### src/rtl/iommu_ctx_cache.sv
// iommu_ctx_cache: fully-associative IOMMU context cache keyed by {pv, did, pid}.
// One-cycle lookup response, single-cycle flush, tree-PLRU replacement.
// Optional hit/miss counters are enabled by defining IOMMU_CTXC_PERF_CNT_EN;
// without it the counter ports read 0 and cnt_clr_i has no effect.
module iommu_ctx_cache #(
  parameter int ENTRIES = 8,
  parameter int DID_W   = 24,
  parameter int PID_W   = 20,
  parameter int DATA_W  = 128
) (
  input  logic              clk_i,
  input  logic              rst_ni,
  input  logic              flush_i,
  input  logic              flush_dv_i,
  input  logic              flush_pv_i,
  input  logic [DID_W-1:0]  flush_did_i,
  input  logic [PID_W-1:0]  flush_pid_i,
  input  logic              up_valid_i,
  input  logic              up_pv_i,
  input  logic [DID_W-1:0]  up_did_i,
  input  logic [PID_W-1:0]  up_pid_i,
  input  logic              up_v_i,
  input  logic [DATA_W-1:0] up_content_i,
  input  logic              lu_valid_i,
  output logic              lu_ready_o,
  input  logic              lu_pv_i,
  input  logic [DID_W-1:0]  lu_did_i,
  input  logic [PID_W-1:0]  lu_pid_i,
  output logic              rsp_valid_o,
  output logic              rsp_hit_o,
  output logic [DATA_W-1:0] rsp_content_o,
  output logic [31:0]       hit_cnt_o,
  output logic [31:0]       miss_cnt_o,
  input  logic              cnt_clr_i
);

  localparam int IDX_W = $clog2(ENTRIES);

  // Tag and payload storage
  logic              r_valid [ENTRIES];
  logic              r_pv    [ENTRIES];
  logic [DID_W-1:0]  r_did   [ENTRIES];
  logic [PID_W-1:0]  r_pid   [ENTRIES];
  logic [DATA_W-1:0] r_data  [ENTRIES];
  // Tree-PLRU: node n has children 2n+1 / 2n+2; bit=1 means the victim lies right
  logic [ENTRIES-2:0] r_plru;

  logic              r_rsp_valid;
  logic              r_rsp_hit;
  logic [DATA_W-1:0] r_rsp_content;

  logic               w_lu_acc, w_up_en, w_touch_en;
  logic [ENTRIES-1:0] w_lu_match, w_up_match, w_flush_hit;
  logic               w_lu_hit, w_up_hit, w_free_any;
  logic [IDX_W-1:0]   w_lu_idx, w_up_idx, w_free_idx, w_victim, w_tgt_idx, w_touch_idx;
  logic [PID_W-1:0]   w_up_pid;
  logic [ENTRIES-2:0] w_plru_next;

  // A flush owns the cycle: lookups stall and updates are discarded.
  assign lu_ready_o = ~flush_i;
  assign w_lu_acc   = lu_valid_i & ~flush_i;
  assign w_up_en    = up_valid_i & up_v_i & ~flush_i;
  assign w_up_pid   = up_pv_i ? up_pid_i : '0;

  // Per-entry comparators for lookup, update and flush against the registered tags.
  generate
    for (genvar gi = 0; gi < ENTRIES; gi++) begin : g_cmp
      assign w_lu_match[gi] = r_valid[gi] && (r_did[gi] == lu_did_i) && (r_pv[gi] == lu_pv_i)
                              && (!lu_pv_i || (r_pid[gi] == lu_pid_i));
      assign w_up_match[gi] = r_valid[gi] && (r_did[gi] == up_did_i) && (r_pv[gi] == up_pv_i)
                              && (!up_pv_i || (r_pid[gi] == up_pid_i));
      assign w_flush_hit[gi] = flush_i &&
                               (flush_pv_i ? ((r_did[gi] == flush_did_i) && (r_pid[gi] == flush_pid_i))
                                           : (!flush_dv_i || (r_did[gi] == flush_did_i)));
    end
  endgenerate

  // Lowest-index encoders for lookup hit, update hit and first free slot.
  always_comb begin
    w_lu_hit   = 1'b0;
    w_lu_idx   = '0;
    w_up_hit   = 1'b0;
    w_up_idx   = '0;
    w_free_any = 1'b0;
    w_free_idx = '0;
    for (int i = ENTRIES - 1; i >= 0; i--) begin
      if (w_lu_match[i]) begin
        w_lu_hit = 1'b1;
        w_lu_idx = IDX_W'(i);
      end
      if (w_up_match[i]) begin
        w_up_hit = 1'b1;
        w_up_idx = IDX_W'(i);
      end
      if (!r_valid[i]) begin
        w_free_any = 1'b1;
        w_free_idx = IDX_W'(i);
      end
    end
  end

  // Walk the PLRU tree from the root to find the replacement victim.
  always_comb begin : p_victim
    logic [IDX_W-1:0] node;
    node     = '0;
    w_victim = '0;
    for (int l = 0; l < IDX_W; l++) begin
      w_victim[IDX_W-1-l] = r_plru[node];
      node = IDX_W'(2 * node + 1 + r_plru[node]);
    end
  end

  // Existing tag is rewritten in place; otherwise first free slot, else PLRU victim.
  assign w_tgt_idx   = w_up_hit ? w_up_idx : (w_free_any ? w_free_idx : w_victim);
  // An update write takes the MRU slot over a same-cycle lookup hit.
  assign w_touch_en  = w_up_en | (w_lu_acc & w_lu_hit);
  assign w_touch_idx = w_up_en ? w_tgt_idx : w_lu_idx;

  // Point every node on the touched entry's path away from it.
  always_comb begin : p_plru_next
    logic [IDX_W-1:0] node;
    logic             dir;
    node        = '0;
    dir         = 1'b0;
    w_plru_next = r_plru;
    if (w_touch_en) begin
      for (int l = 0; l < IDX_W; l++) begin
        dir               = w_touch_idx[IDX_W-1-l];
        w_plru_next[node] = ~dir;
        node              = IDX_W'(2 * node + 1 + dir);
      end
    end
  end

  // Tag/payload array: flush invalidates matches, an update writes the target slot.
  always_ff @(posedge clk_i or negedge rst_ni) begin
    if (!rst_ni) begin
      for (int i = 0; i < ENTRIES; i++) begin
        r_valid[i] <= 1'b0;
        r_pv[i]    <= 1'b0;
        r_did[i]   <= '0;
        r_pid[i]   <= '0;
        r_data[i]  <= '0;
      end
    end else begin
      for (int i = 0; i < ENTRIES; i++) begin
        if (w_flush_hit[i]) begin
          r_valid[i] <= 1'b0;
        end else if (w_up_en && (w_tgt_idx == IDX_W'(i))) begin
          r_valid[i] <= 1'b1;
          r_pv[i]    <= up_pv_i;
          r_did[i]   <= up_did_i;
          r_pid[i]   <= w_up_pid;
          r_data[i]  <= up_content_i;
        end
      end
    end
  end

  // PLRU state register.
  always_ff @(posedge clk_i or negedge rst_ni) begin
    if (!rst_ni) r_plru <= '0;
    else         r_plru <= w_plru_next;
  end

  // Registered lookup response, evaluated against the accept-cycle tags.
  always_ff @(posedge clk_i or negedge rst_ni) begin
    if (!rst_ni) begin
      r_rsp_valid   <= 1'b0;
      r_rsp_hit     <= 1'b0;
      r_rsp_content <= '0;
    end else begin
      r_rsp_valid   <= w_lu_acc;
      r_rsp_hit     <= w_lu_acc & w_lu_hit;
      r_rsp_content <= (w_lu_acc && w_lu_hit) ? r_data[w_lu_idx] : '0;
    end
  end

  assign rsp_valid_o   = r_rsp_valid;
  assign rsp_hit_o     = r_rsp_hit;
  assign rsp_content_o = r_rsp_content;

`ifdef IOMMU_CTXC_PERF_CNT_EN
  logic [31:0] r_hit_cnt, r_miss_cnt;

  // Saturating hit/miss counters, bumped in the response cycle; clear wins.
  always_ff @(posedge clk_i or negedge rst_ni) begin
    if (!rst_ni) begin
      r_hit_cnt  <= '0;
      r_miss_cnt <= '0;
    end else if (cnt_clr_i) begin
      r_hit_cnt  <= '0;
      r_miss_cnt <= '0;
    end else if (r_rsp_valid) begin
      if (r_rsp_hit) begin
        if (r_hit_cnt != 32'hFFFF_FFFF) r_hit_cnt <= r_hit_cnt + 32'd1;
      end else begin
        if (r_miss_cnt != 32'hFFFF_FFFF) r_miss_cnt <= r_miss_cnt + 32'd1;
      end
    end
  end

  assign hit_cnt_o  = r_hit_cnt;
  assign miss_cnt_o = r_miss_cnt;
`else
  logic w_unused_cnt_clr;
  assign w_unused_cnt_clr = cnt_clr_i;
  assign hit_cnt_o        = '0;
  assign miss_cnt_o       = '0;
`endif

endmodule
### config.mk
export PLATFORM = sky130hd
export DESIGN_NAME = iommu_ctx_cache
export DESIGN_NICKNAME = d
export VERILOG_FILES = /design/src/rtl/iommu_ctx_cache.sv
export SDC_FILE = /design/constraint.sdc
export NUM_CORES = 2
export LEC_CHECK = 0
export ABC_AREA = 0
export ABC_CLOCK_PERIOD_IN_PS = 8000
export CAP_MARGIN = 0
export CORE_AREA = 3 3 401 403
export DETAILED_ROUTE_END_ITERATION = 16
export DIE_AREA = 0 0 404 406
export GPL_TIMING_DRIVEN = 1
export PLACE_DENSITY = 0.64
export SYNTH_ARGS = -nofsm -noshare
export SYNTH_HDL_FRONTEND = slang
export SYNTH_SLANG_ARGS = --single-unit
### constraint.sdc
create_clock -name clk_i -period 8 [get_ports clk_i]
set_clock_uncertainty 0.05 [all_clocks]
set_input_delay 1.6 -clock clk_i [delete_from_list [all_inputs] [get_ports clk_i]]
set_output_delay 1.6 -clock clk_i [all_outputs]
set_load 0.01 [all_outputs]
==> results.json <==
{
  "dp_slack_ns": 1.14,
  "synth-edff-count": 0,
  "r2r_start": "r_pid[10]",
  "cts_resized": 0,
  "core-area_um2": 158000,
  "syn_avg_cell_area_um2": 13.2,
  "drtIter0Drc": 4264,
  "clockBufferDepth": 3,
  "status": "completed",
  "ir_drop_v": 0.000222,
  "critPathMaxFanout": 35,
  "cp-end-kind": "flop",
  "rows": 146,
  "rrSetupSlack_ns": 2.93,
  "final_hold_viol_count": 0,
  "critical_path_required_ns": 8.57,
  "antenna_found_initial": 31,
  "p_per_area_nw_per_um2": 239,
  "fmax_mhz": 159,
  "worst_pin_slew_ns": 1.19,
  "arrival_ns": 6.88,
  "rsz0062_at_grt": "no",
  "r2r_cells": 12,
  "start_kind": "input pin",
  "ios": 466,
  "routed-via-count": 50300,
  "route.detailed.drc": 0,
  "yosys-top-cells-area": "dfrtp_1 (49%), mux2_2 (16%), xnor2_1 (6.3%), mux2_4 (6.1%), xor2_1 (5.5%)",
  "reg2reg_to": "r_data[620]",
  "layout-drive-gt1-share_pct": 29.7,
  "cp_top_family": "buffers and inverters",
  "leakage_nw": 40.5,
  "ant_nets": 0,
  "grt_first_pass_wirelength_mm": 361,
  "crit_chain": "clkdlybuf4s50_1, xor2_1, nor4_1, nand3_1, nor3_1, and3_1, nand2b_1, a221o_4, a21oi_4, buf_12, buf_4, mux2_2, o21ai_0, a221oi_1",
  "die-width_um": 404,
  "avgRoutedWirePerCell_um": 28.8,
  "cts_made_buffers": 169,
  "area_delta_synth_final_pct": 14.5,
  "async_flop_share_pct": 100,
  "cts_tree": "yes",
  "routabilityCongestion": 0.960,
  "final_common_cell": "dfrtp_1",
  "hold_depth": 1,
  "netlist_instances": 5967,
  "fin_area_um2": 89800,
  "cts_root_buffer": "clkbuf_16",
  "insertion_delay_ns": 0.81,
  "yosysWarnings": 0,
  "cts_hold_buf": 0,
  "final_cell_mix": "dfrtp_1 (1529), mux2_2 (1111), xnor2_1 (563), xor2_1 (489), clkdlybuf4s50_1 (399)",
  "setup_tns_ns": 0,
  "initial_core_util_pct": 49.7,
  "fin_ws_ns": 1.69,
  "min_period_ns": 6.31,
  "period_share_pct": 78.8,
  "fin_nets": 6534,
  "grt_max_degree": 171,
  "dr.pass1.iters": 5,
  "dieHeight_um": 406,
  "crit_type": "in -> reg",
  "setup-violations-final": 0,
  "hold_path_class": "reg -> reg",
  "routed_wl_mm": 244,
  "synth_cell_types": 57,
  "place_area_um2": 84300,
  "cp_slowest_cell": "clkdlybuf4s50_1",
  "slew_violations": 0,
  "relSlewSlack_pct": 20.2,
  "viasPerCell": 5.94,
  "max_stage_delay_ns": 0.94,
  "synth_top_area_share_pct": 48.8,
  "synth_area_um2": 78500,
  "synth-main-ff-cell": "dfrtp_1",
  "clk_pin_slew_ns": 0.06,
  "max_cap_violations": 0,
  "grt_pass1_vias": 52600,
  "postCtsSetupBuffers": 0,
  "placed_cells": 8157,
  "hold_start": "r_data[809]",
  "dieArea_um2": 164000,
  "yosysSeqAreaShare_pct": 48.8,
  "portBuffers": 400,
  "grtUsageTotal_pct": 29.6,
  "synth_largest_area_cell": "dfrtp_1",
  "overflow": 0,
  "hold_end": "r_data[809]",
  "cts_sinks": 1529,
  "htree_levels": 4,
  "synth_seq_cells": 1529,
  "dp_hpwl_mm": 150,
  "stdcell_count": 8463,
  "cp_num_buf_inv": 3
}
## Yosys cell counts (all sizes together) (7+ instances only)
master	n
nor2	22
a221oi	128
ha	7
inv	17
nor3	42
and3	14
clkbuf	136
xor2	489
nand3	52
dfrtp	1529
buf	394
a21oi	146
nand2	11
o22ai	12
o21ai	140
xnor2	563
and2	23
nor4	134
mux2	1517
mux2i	388
nand4	153
## layout make-up
type                            instances  area (um^2)
Fill cell                           13000        68000
Tap cell                             2072         2590
Clock buffer                          247         4990
Antenna cell                           17         42.5
Sequential cell                      1529        38300
Multi-Input combinational cell       3954        37500
Clock inverter                         42          480
Inverter                               17         63.8
Timing Repair Buffer                  585         5950
## flip-flops by register name, summed over array words and instances, names as in the netlist
signal         flops
r_data          1024
r_did            192
r_pid            160
r_plru             7
r_pv               8
r_valid            8
rsp_content_o    128
rsp_hit_o          1
rsp_valid_o        1
## worst max path at each step
| stage | from | end | slack [ns] | cells after the start |
|---|---|---|---|---|
| 4_1_cts | lu_did_i[22] | rsp_content_o[42] | 1.96 | 14 |
| 2_1_floorplan | up_pid_i[2] | r_plru[1] | 3.43 | 13 |
| 3_3_place_gp | lu_did_i[22] | rsp_content_o[42] | 1.09 | 14 |
| 6_report | lu_did_i[22] | rsp_content_o[42] | 1.69 | 14 |
| 5_1_grt | lu_did_i[22] | rsp_content_o[42] | 1.64 | 14 |
| 3_5_place_dp | lu_did_i[22] | rsp_content_o[30] | 1.14 | 14 |
## metrics by stage
step           total power [mW]  utilization (%)  hold slack (ns)
3_5_place_dp               13.8             53.4            0.425
6_report                   21.5             56.9            0.435
4_1_cts                    21.6             56.9            0.438
5_1_grt                    22.4             56.9            0.451
3_3_place_gp               13.7             53.4            0.417
2_1_floorplan              12.6                -            0.408
## where the power goes
group	total, mW	switching, mW	leakage [nW]	internal, mW
Clock	7.76	3.20	2.69	4.55
Combinational	3.62	1.56	17.3	2.05
Sequential	10.1	1.07	20.5	9.04
## cells by family after synthesis
family	Yosys count	synth area share, %
flops	1529	48.8
fa+ha+maj	7	0.112
buf+inv	547	3.96
compound gates	460	3.73
simple gates	466	3.46
mux	1905	28.2
xor+xnor	1052	11.7
other cells	1	0.00478
## metal layers
| metal | track usage (%) | up-vias | wire length [um] |
|---|---|---|---|
| met5 | 0 | - | 133 |
| met4 | 10.8 | 16 | 9570 |
| met3 | 7.25 | 551 | 18500 |
| met2 | 45.6 | 1783 | 110000 |
| met1 | 40.6 | 26300 | 106000 |
| li1 | - | 21600 | - |
Power figures use the tool's default switching activity.
